[src/rtl/pci_arb_pkg.sv]
// rtl/pci_arb_pkg.sv - shared types and default constants for the FIFO-order PCI arbiter
package pci_arb_pkg;

  typedef enum logic [1:0] {
    ARB_IDLE  = 2'd0,
    ARB_GRANT = 2'd1,
    ARB_BUSY  = 2'd2
  } arb_state_t;

  localparam int DEF_NUM_REQ     = 8;
  localparam int DEF_GNT_TIMEOUT = 16;
  localparam int DEF_PARK_EN     = 1;
  localparam int DEF_PARK_ID     = 0;

  // Timer must be able to hold the timeout value itself so it can saturate there.
  function automatic int tmr_width(input int timeout);
    return $clog2(timeout + 1);
  endfunction

endpackage

[src/rtl/pci_arb_fifo.sv]
// rtl/pci_arb_fifo.sv - circular order queue holding master indices in arrival order
module pci_arb_fifo
  import pci_arb_pkg::*;
#(
  parameter int DEPTH = DEF_NUM_REQ,
  parameter int WIDTH = $clog2(DEF_NUM_REQ)
) (
  input  logic                       clk,
  input  logic                       rst,
  input  logic                       push,
  input  logic [WIDTH-1:0]           push_data,
  input  logic                       pop,
  output logic [WIDTH-1:0]           head,
  output logic [$clog2(DEPTH):0]     count,
  output logic                       empty
);

  localparam int PTR_W = $clog2(DEPTH);
  localparam logic [PTR_W-1:0] LAST_PTR = PTR_W'(DEPTH - 1);
  localparam logic [PTR_W:0]   FULL_CNT = (PTR_W + 1)'(DEPTH);

  logic [WIDTH-1:0] mem_q [DEPTH];
  logic [WIDTH-1:0] mem_d [DEPTH];
  logic [PTR_W-1:0] wr_ptr_q, wr_ptr_d;
  logic [PTR_W-1:0] rd_ptr_q, rd_ptr_d;
  logic [PTR_W:0]   count_q, count_d;
  logic             full;
  logic             do_push;
  logic             do_pop;

  assign empty = (count_q == '0);
  assign full  = (count_q == FULL_CNT);
  assign head  = mem_q[rd_ptr_q];
  assign count = count_q;

  // Next-state for storage, pointers and occupancy; a pop frees room for a same-cycle push.
  always_comb begin
    mem_d    = mem_q;
    wr_ptr_d = wr_ptr_q;
    rd_ptr_d = rd_ptr_q;
    count_d  = count_q;
    do_pop   = pop & ~empty;
    do_push  = push & (~full | do_pop);
    if (do_push) begin
      mem_d[wr_ptr_q] = push_data;
      wr_ptr_d = (wr_ptr_q == LAST_PTR) ? '0 : wr_ptr_q + PTR_W'(1);
    end
    if (do_pop) begin
      rd_ptr_d = (rd_ptr_q == LAST_PTR) ? '0 : rd_ptr_q + PTR_W'(1);
    end
    if (do_push && !do_pop) begin
      count_d = count_q + (PTR_W + 1)'(1);
    end else if (do_pop && !do_push) begin
      count_d = count_q - (PTR_W + 1)'(1);
    end
  end

  // Queue state registers.
  always_ff @(posedge clk or posedge rst) begin
    if (rst) begin
      for (int i = 0; i < DEPTH; i++) begin
        mem_q[i] <= '0;
      end
      wr_ptr_q <= '0;
      rd_ptr_q <= '0;
      count_q  <= '0;
    end else begin
      mem_q    <= mem_d;
      wr_ptr_q <= wr_ptr_d;
      rd_ptr_q <= rd_ptr_d;
      count_q  <= count_d;
    end
  end

endmodule

[src/rtl/pci_fifo_arbiter.sv]
// rtl/pci_fifo_arbiter.sv - PCI bus arbiter granting masters in request-arrival order
module pci_fifo_arbiter
  import pci_arb_pkg::*;
#(
  parameter int NUM_REQ     = DEF_NUM_REQ,
  parameter int IDX_W       = $clog2(NUM_REQ),
  parameter int GNT_TIMEOUT = DEF_GNT_TIMEOUT,
  parameter int PARK_EN     = DEF_PARK_EN,
  parameter int PARK_ID     = DEF_PARK_ID
) (
  input  logic               clk,
  input  logic               rst,
  input  logic [NUM_REQ-1:0] req_n,
  input  logic               frame_n,
  input  logic               irdy_n,
  output logic [NUM_REQ-1:0] gnt_n,
  output logic               gnt_valid,
  output logic [IDX_W-1:0]   gnt_id,
  output logic [IDX_W:0]     q_count
);

  localparam int TMR_W = tmr_width(GNT_TIMEOUT);
  localparam logic [TMR_W-1:0] TMR_LIMIT = TMR_W'(GNT_TIMEOUT);
  localparam logic [IDX_W-1:0] PARK_IDX  = IDX_W'(PARK_ID);
  localparam int CNT_W = $clog2(NUM_REQ) + 1;

  arb_state_t         state_q, state_d;
  logic [IDX_W-1:0]   owner_q, owner_d;
  logic [IDX_W-1:0]   gnt_id_q, gnt_id_d;
  logic [NUM_REQ-1:0] gnt_n_q, gnt_n_d;
  logic               gnt_valid_q, gnt_valid_d;
  logic [NUM_REQ-1:0] pending_q, pending_d;
  logic [TMR_W-1:0]   timer_q, timer_d;
  logic [TMR_W-1:0]   timer_inc;
  logic               frame_n_prev_q, frame_n_prev_d;

  logic [NUM_REQ-1:0] eligible;
  logic               push;
  logic [IDX_W-1:0]   push_id;
  logic               pop;
  logic [IDX_W-1:0]   fifo_head;
  logic [CNT_W-1:0]   fifo_cnt;
  logic               fifo_empty;
  logic               frame_fall;
  logic               bus_idle;
  logic               head_live;
  logic               parked;

  assign frame_n_prev_d = frame_n;
  assign frame_fall     = frame_n_prev_q & ~frame_n;
  assign bus_idle       = frame_n & irdy_n;
  assign head_live      = ~req_n[fifo_head];
  assign parked         = (state_q == ARB_IDLE) && gnt_valid_q;

  pci_arb_fifo #(
    .DEPTH (NUM_REQ),
    .WIDTH (IDX_W)
  ) u_fifo (
    .clk       (clk),
    .rst       (rst),
    .push      (push),
    .push_data (push_id),
    .pop       (pop),
    .head      (fifo_head),
    .count     (fifo_cnt),
    .empty     (fifo_empty)
  );

  // Lowest-index requester not already queued and not currently holding a grant gets queued.
  always_comb begin
    eligible = ~req_n & ~pending_q;
    if (state_q == ARB_GRANT) begin
      eligible[owner_q] = 1'b0;
    end
    push    = 1'b0;
    push_id = '0;
    for (int i = NUM_REQ - 1; i >= 0; i--) begin
      if (eligible[i]) begin
        push    = 1'b1;
        push_id = IDX_W'(i);
      end
    end
  end

  // Track which masters sit in the queue so each appears at most once.
  always_comb begin
    pending_d = pending_q;
    if (pop) begin
      pending_d[fifo_head] = 1'b0;
    end
    if (push) begin
      pending_d[push_id] = 1'b1;
    end
  end

  // Arbitration FSM: grant order, parking, hidden arbitration and grant timeout.
  always_comb begin
    state_d   = state_q;
    owner_d   = owner_q;
    gnt_n_d   = gnt_n_q;
    gnt_id_d  = gnt_id_q;
    timer_d   = timer_q;
    pop       = 1'b0;
    timer_inc = (timer_q == TMR_LIMIT) ? timer_q : timer_q + TMR_W'(1);

    case (state_q)
      ARB_IDLE: begin
        if (parked && frame_fall) begin
          // The parked master started a transaction on its own.
          state_d = ARB_BUSY;
          owner_d = PARK_IDX;
          gnt_n_d = '1;
        end else if (parked && !fifo_empty) begin
          // Release the park for one cycle before granting anyone.
          gnt_n_d = '1;
        end else if (!fifo_empty) begin
          pop = 1'b1;
          if (head_live) begin
            gnt_n_d            = '1;
            gnt_n_d[fifo_head] = 1'b0;
            gnt_id_d           = fifo_head;
            owner_d            = fifo_head;
            timer_d            = '0;
            state_d            = ARB_GRANT;
          end
        end else if (PARK_EN != 0) begin
          gnt_n_d           = '1;
          gnt_n_d[PARK_IDX] = 1'b0;
          gnt_id_d          = PARK_IDX;
        end
      end

      ARB_GRANT: begin
        if (frame_fall) begin
          state_d = ARB_BUSY;
          gnt_n_d = '1;
        end else if (bus_idle) begin
          if (timer_inc == TMR_LIMIT) begin
            gnt_n_d = '1;
            timer_d = '0;
            state_d = ARB_IDLE;
          end else begin
            timer_d = timer_inc;
          end
        end
      end

      ARB_BUSY: begin
        if (!fifo_empty) begin
          // Hidden arbitration: hand the next grant out while the bus is still in use.
          pop = 1'b1;
          if (head_live) begin
            gnt_n_d            = '1;
            gnt_n_d[fifo_head] = 1'b0;
            gnt_id_d           = fifo_head;
            owner_d            = fifo_head;
            timer_d            = '0;
            state_d            = ARB_GRANT;
          end
        end else if (bus_idle) begin
          state_d = ARB_IDLE;
        end
      end

      default: begin
        state_d = ARB_IDLE;
        gnt_n_d = '1;
      end
    endcase

    gnt_valid_d = ~&gnt_n_d;
  end

  // State, grant and timer registers.
  always_ff @(posedge clk or posedge rst) begin
    if (rst) begin
      state_q        <= ARB_IDLE;
      owner_q        <= '0;
      gnt_n_q        <= '1;
      gnt_valid_q    <= 1'b0;
      gnt_id_q       <= '0;
      pending_q      <= '0;
      timer_q        <= '0;
      frame_n_prev_q <= 1'b1;
    end else begin
      state_q        <= state_d;
      owner_q        <= owner_d;
      gnt_n_q        <= gnt_n_d;
      gnt_valid_q    <= gnt_valid_d;
      gnt_id_q       <= gnt_id_d;
      pending_q      <= pending_d;
      timer_q        <= timer_d;
      frame_n_prev_q <= frame_n_prev_d;
    end
  end

  assign gnt_n     = gnt_n_q;
  assign gnt_valid = gnt_valid_q;
  assign gnt_id    = gnt_id_q;
  assign q_count   = (IDX_W + 1)'(fifo_cnt);

endmodule
[config.mk]
export PLATFORM = sky130hd
export DESIGN_NAME = pci_fifo_arbiter
export DESIGN_NICKNAME = d
export VERILOG_FILES = /design/src/rtl/pci_arb_pkg.sv /design/src/rtl/pci_arb_fifo.sv /design/src/rtl/pci_fifo_arbiter.sv
export SDC_FILE = /design/constraint.sdc
export NUM_CORES = 1
export LEC_CHECK = 0
export ABC_AREA = 1
export ABC_CLOCK_PERIOD_IN_PS = 2900
export CAP_MARGIN = 5
export CORE_ASPECT_RATIO = 0.5
export CORE_MARGIN = 2
export CORE_UTILIZATION = 50
export CTS_BUF_LIST = sky130_fd_sc_hd__clkbuf_2 sky130_fd_sc_hd__clkbuf_4 sky130_fd_sc_hd__clkbuf_8
export CTS_CLUSTER_DIAMETER = 60
export DETAILED_ROUTE_END_ITERATION = 8
export PLACE_DENSITY_LB_ADDON = 0.15
export SETUP_SLACK_MARGIN = 0.15
export SLEW_MARGIN = 20
export SYNTH_ARGS = -nofsm -noshare
export SYNTH_HDL_FRONTEND = slang
export SYNTH_SLANG_ARGS = --single-unit
[constraint.sdc]
create_clock -name clk -period 2.9 [get_ports clk]
set_input_delay 0.435 -clock clk [delete_from_list [all_inputs] [get_ports clk]]
set_output_delay 0.435 -clock clk [all_outputs]
set_load 0.01 [all_outputs]
* Word-level counts from Yosys, hierarchy flattened
Index checks and enable logic that the tools add are counted.
** Storage, ports and cells
- Input port bits :: 12
- Register bits :: 65
** Cells by class
- Bitwise logic cells :: 18
- Reduce and logical (&&, ||, !) cells :: 23
- Mux-type cells :: 80
- Order comparisons :: 9
- Equality and inequality tests :: 17
- Add/sub/neg operators :: 5
** Operators with widths (count)
- 8-bit two-way mux :: 11
- 3-bit two-way mux :: 22
- 5-bit two-way mux :: 8
- 8-bit NOT :: 4
- 8-bit bitwise AND :: 3
- 24-bit bitwise mux :: 1
- 8-bit case mux with 3 select lines :: 1
- 2-bit two-way mux :: 9
- 1-bit two-way mux :: 15
- 5-bit case mux with 3 select lines :: 1
- 3-bit by 4-bit < comparator with 1-bit output (second input constant) :: 3
- 3-bit case mux with 2 select lines :: 2
- 5-bit == test (second input constant) :: 2
- 2-bit != test (second input constant) :: 5
- 5-bit AND reduction :: 2
- 3-bit binary-select mux with 3-bit select :: 1
- 1-bit demux with 3-bit select :: 3
- 3-bit demux with 3-bit select :: 1
- 3-bit by 1-bit greater-or-equal comparator with 1-bit output (second input constant) :: 3
- 1-bit logical AND :: 9
- 3-bit != test (second input constant) :: 3
- 4-bit greater-or-equal comparator (second input constant) :: 2
- 4-bit two-way mux :: 2
- 3-bit NOT with 4-bit output :: 2
- 25 further kinds :: 37

* Depth between registers and ports, before layout
- Depth after elaboration :: 21
- Gate-level depth with buffers :: 22
- Gate-level depth less buffers :: 22

* By module
From an unflattened synthesis, not the netlist that was laid out.
** Unflattened totals
- Cells, all modules :: 608
- Area total of the unflattened synthesis :: 4266.6 µm²
** Modules (own cells, without submodules)
- pci_fifo_arbiter :: cells each 351, area an instance 2321.0 µm², instances 1
- pci_arb_fifo :: cells each 257, area an instance 1945.6 µm², instances 1

* Worst setup path after synthesis
Ideal clock, no wire load.
- Kind :: flip-flop to flip-flop
- Start :: register state_q[1]
- End :: register u_fifo.count_q[3] (netlist: u_fifo.count[3])
- Period minus slack after synthesis :: 2.845 ns
- Slack :: 0.055 ns
- Cell stages (with the launch flop) :: 19
- Data arrival time :: 2.717 ns
- Setup time :: 0.127 ns
- Path buffers :: 1
- Cells stage by stage :: dfrtp_1 buf_2 nor2_4 nand2_1 o31ai_1 nand2_1 nor2_1 nand2_1 nand2_1 inv_1 ha_1 inv_1 ha_1 a21o_1 a21oi_1 nor2_1 nor2_1 nand2_1 xnor2_1
** Between the ends
- Cells in the longest elaborated chain, start to end :: 14
- Elaborated cells on any way between the ends :: 27
** RTL lines
- start, declared :: RTL line pci_fifo_arbiter.sv:27 : arb_state_t state_q, state_d;
- start signal, assigned :: RTL line pci_fifo_arbiter.sv:186 : state_q <= state_d;
- 2-bit by 1-bit == test with 1-bit output :: RTL line pci_fifo_arbiter.sv:72 : if (state_q == ARB_GRANT) begin
- 8-bit two-way mux :: RTL line pci_fifo_arbiter.sv:72
- 1-bit two-way mux (8 in series) :: RTL line pci_fifo_arbiter.sv:78 : if (eligible[i]) begin
- 1-bit bitwise AND * :: RTL line pci_arb_fifo.sv:43 : do_push = push & (~full | do_pop);
- via u_fifo.do_push :: RTL line pci_arb_fifo.sv:28 : logic do_push;
- 1-bit logical NOT :: RTL line pci_arb_fifo.sv:53 : end else if (do_pop && !do_push) begin
- 1-bit logical AND :: RTL line pci_arb_fifo.sv:53
- 2-bit nonzero test (no line)
- end signal, assigned :: RTL line pci_arb_fifo.sv:71 : count_q <= count_d;
- end, declared :: RTL line pci_arb_fifo.sv:26 : logic [PTR_W:0] count_q, count_d;
The timed path passes the listed nets; every way through them passes the cells marked *.
A chain may end at the register's enable or synchronous reset.

* Worst setup path after layout
- Start :: register u_fifo.count_q[1] (netlist: u_fifo.count[1])
- End :: register u_fifo.count_q[3] (netlist: u_fifo.count[3])
** Between the ends
- Cells in the longest elaborated chain, start to end :: 12
- Elaborated cells on any way between the ends :: 22
** RTL lines
- 4-bit logical NOT :: RTL line pci_arb_fifo.sv:31 : assign empty = (count_q == '0);
- 1-bit logical NOT
- 1-bit logical AND :: RTL line pci_fifo_arbiter.sv:113 : end else if (parked && !fifo_empty) begin
- 1-bit two-way mux :: RTL line pci_fifo_arbiter.sv:113
- 1-bit two-way mux :: RTL line pci_fifo_arbiter.sv:108 : if (parked && frame_fall) begin
- 1-bit case mux with 2 select lines :: RTL line pci_fifo_arbiter.sv:106 : case (state_q)
- 1-bit bitwise AND :: RTL line pci_arb_fifo.sv:42 : do_pop = pop & ~empty;
- 1-bit bitwise OR * :: RTL line pci_arb_fifo.sv:43
- 1-bit bitwise AND * :: RTL line pci_arb_fifo.sv:43
- via u_fifo.do_push :: RTL line pci_arb_fifo.sv:28
- 1-bit logical NOT :: RTL line pci_arb_fifo.sv:53
- 1-bit logical AND :: RTL line pci_arb_fifo.sv:53
- 2-bit nonzero test (no line)
The timed path passes the listed nets; every way through them passes the cells marked *. The select of a mux whose other input is x is not followed.

==> metrics.md <==
| Metric | Value |
|---|---|
| Synth Flop Type | dfrtp_1 |
| Via count of the first global-routing pass | 3,294 |
| Clock buffer depth | 2 |
| Synth warn | 0 |
| Setup Total Neg Slack | 0 ns |
| Tot GR Track Use | 0.241 |
| Largest stage delay, worst path | 0.40 ns |
| DR vias | 3,546 |
| Core ar. | 0.00740 mm² |
| FF-to-FF Start | u_fifo.count[1] |
| CTS buffer count | 9 |
| Die Y | 66.2 µm |
| Post-synth EDFFs | 0 |
| H-tree depth | 3 |
| # clock sinks | 65 |
| IO Port Bufs | 27 |
| Register-to-Register Path Depth | 22 |
| Critical Path Slowest Stage Cell | dfrtp_2 |
| First-pass GRT wire length | 15.6 mm |
| Clock slew seen by the registers of the worst setup and hold paths | 0.07 ns |
| Syn-to-layout area delta | 21.0% |
| Max-cap check violation count | 0 |
| Remaining Overflow, GRT | 0 |
| WS Path Type | flip-flop to flip-flop |
| RSZ-0062 raised after global routing | true |
| Antenna cells | 0 |
| Die Span X | 128 µm |
| FF-to-FF setup slack | 0.17 ns |
| Final count of negative-setup-slack endpoints | 0 |
| DR pass1 iterations | 5 |
| Final Cycle Share | 0.940 |
| Drt via density | 5.19 |
| Wire per inst | 13.5 µm |
| Root buffer cell | clkbuf_8 |
| Worst path required time | 3.14 ns |
| Cell count after synthesis | 531 |
| Die area | 0.00850 mm² |
| Final Critical Period | 2.73 ns |
| Row count | 22 |
| Worst-path cell chain | nor2_1 > inv_1 > nor2_2 > inv_2 > nor2_4 > nor2_4 > nor2_4 > inv_2 > nor2_4 > nand2_2 > nand3_2 > nand2_2 > inv_2 > ha_4 > inv_4 > ha_4 > a21o_1 > a21oi_2 > nor2_1 > nor2_1 > nand2_1 > xnor2_1 |
| Top-area cell type share of the netlist area | 0.362 |
| Pre-CTS WS | -0.0862 ns |
| Worst skew pair latency | 0.36 ns |
| Synth cell types | 37 |
| Setup ws final | 0.173 ns |
| Met3 Resource Use GR | 0.0672 |
| Yosys reg bits | 65 |
| Busiest grt layer | met2 |
| Setup Skew | 0.00901 ns |
| F_max | 367 MHz |
| Post-detail-place hpwl | 6.69 mm |
| Final Util | 0.632 |
| Fillers | 671 |
| Starting Density | 0.523 |
| Detail Route Antenna Nets | 0 |
| WL final | 9.22 mm |
| Commonest cells post-synth | nand2_1, inv_1, dfrtp_1 |
| Area leader, netlist | dfrtp_1 |
| Outcome | completed |
| DRC | 0 |
| Most used cell along the critical path | nor2_4 |
| Number of DRC markers in iteration 0 | 298 |
| Critical R2R Capture | u_fifo.count[3] |
| Largest net degree at the start of global routing | 39 |
| Hold Path Class | input port to async pin |
| Synth area leaders | dfrtp_1, nand2_1, inv_1 |
| Syn Nets | 553 |
| Hold WS | 0.456 ns |
| Syn_area_per_cell | 7.29 µm² |
| CTS tree | yes |
| Final max-slew violation count | 0 |
| IO Pins | 28 |
| Slew headroom | 0.601 |
| Crit path DAT | 2.96 ns |
| Startpoint class of the critical path | flip-flop |
| Final nets | 604 |
| Slew @ Worst Pin | 0.598 ns |
| Synth async-reset ratio | 1.00 |
| Grt met1 use | 0.322 |
| Routability cong. | 0.866 |
| Critical Path End Type | flip-flop |
| Hold Violations, Final | 0 |
| Antenna violations before repair | 0 |
| Met2 usage | 0.384 |
| Sequential area share after synthesis | 0.423 |
| Most frequent cell after synthesis | nand2_1 |
| CP max FO | 3 |
| Layout cell share with drive strength beyond 1 | 0.165 |
| Synthesized area | 0.00387 mm² |
[stage by stage]
step | cell area [µm²] | std cells
2_1_floorplan | 3910 | 531
3_3_place_gp | 4390 | 662
3_5_place_dp | 4390 | 662
4_1_cts | 4620 | 680
5_1_grt | 4680 | 683
6_report | 4680 | 683
[critical path: cells and delay by family (launching register included)]
family	cells	cell delay, ns
AOI/OAI and AO/OA	2	0.35
adders and majority gates	2	0.34
xor gates and xnor gates	1	0.12
DFF	1	0.40
and+or+nand+nor	12	1.09
buffers and inverters	5	0.30
[cell usage in the layout, fill, tap and decap left out, drive strengths merged, types with 3 or more instances in the layout]
master           n
xor2             4
a31oi            7
a21oi           16
nand2          165
nand3b           4
clkinv           5
dfrtp           56
clkdlybuf4s50   27
buf             25
clkbuf          10
nor2            43
nand3           51
o21ai           58
nor3             4
ha               9
inv             76
dfstp            9
o31ai            3
xnor2            3
[area by class of cell]
class,count,area [µm²],share of cell area
multi-input combinational,378,1960,0.418
sequential,65,1640,0.351
timing repair buffer,52,474,0.101
inverter,76,288,0.0615
clock buffer,10,131,0.0281
tap,96,120,0.0257
clock inverter,6,66.3,0.0142
[cells by family (layout without fill, tap and decap cells)]
group	after synthesis	after routing	share of synthesized area
AND/OR/NAND/NOR	270	270	0.306
AO/OA/AOI/OAI	90	90	0.125
buffers and inverters	88	144	0.0931
flip-flops	65	65	0.423
adder cells (fa/ha/maj)	10	10	0.0343
XOR/XNOR	7	7	0.0158
multiplexers	1	1	0.00291
[flip-flops by register name, indices dropped and copies added (netlist names)]
register / count
u_fifo.mem_q: 24
gnt_n: 8
pending_q: 8
timer_q: 5
u_fifo.count: 4
gnt_id: 3
owner_q: 3
u_fifo.rd_ptr_q: 3
u_fifo.wr_ptr_q: 3
state_q: 2
frame_n_prev_q: 1
gnt_valid: 1
[metal layers]
layer	up-vias	part of all wire	wire, µm
li1	1803	-	-
met1	1646	0.48	4380
met2	82	0.45	4170
met3	15	0.057	523
met4	0	0.016	144
met5	-	0	0
[repair_timing]
item,CTS,global route
gates resized for setup,4,17
pin swaps,4,15
endpoints found under the hold margin,0,0
hold buffers,0,0
buffers inserted,2,3
gates cloned,0,0
setup endpoints to repair,1,1
[worst max-delay path by stage]
stage	from	end	slack [ns]	depth (start not counted)
2_1_floorplan	u_fifo.count[0]	u_fifo.count[3]	0.15	22
3_3_place_gp	frame_n	u_fifo.count[3]	0.006	20
3_5_place_dp	frame_n	u_fifo.count[3]	-0.09	20
4_1_cts	u_fifo.count[0]	u_fifo.count[3]	0.15	22
5_1_grt	u_fifo.count[1]	u_fifo.count[3]	-0.03	22
6_report	u_fifo.count[1]	u_fifo.count[3]	0.17	22
Power is not shown: default switching activity piles up to over one toggle a cycle in this logic, so the estimate is an artifact.
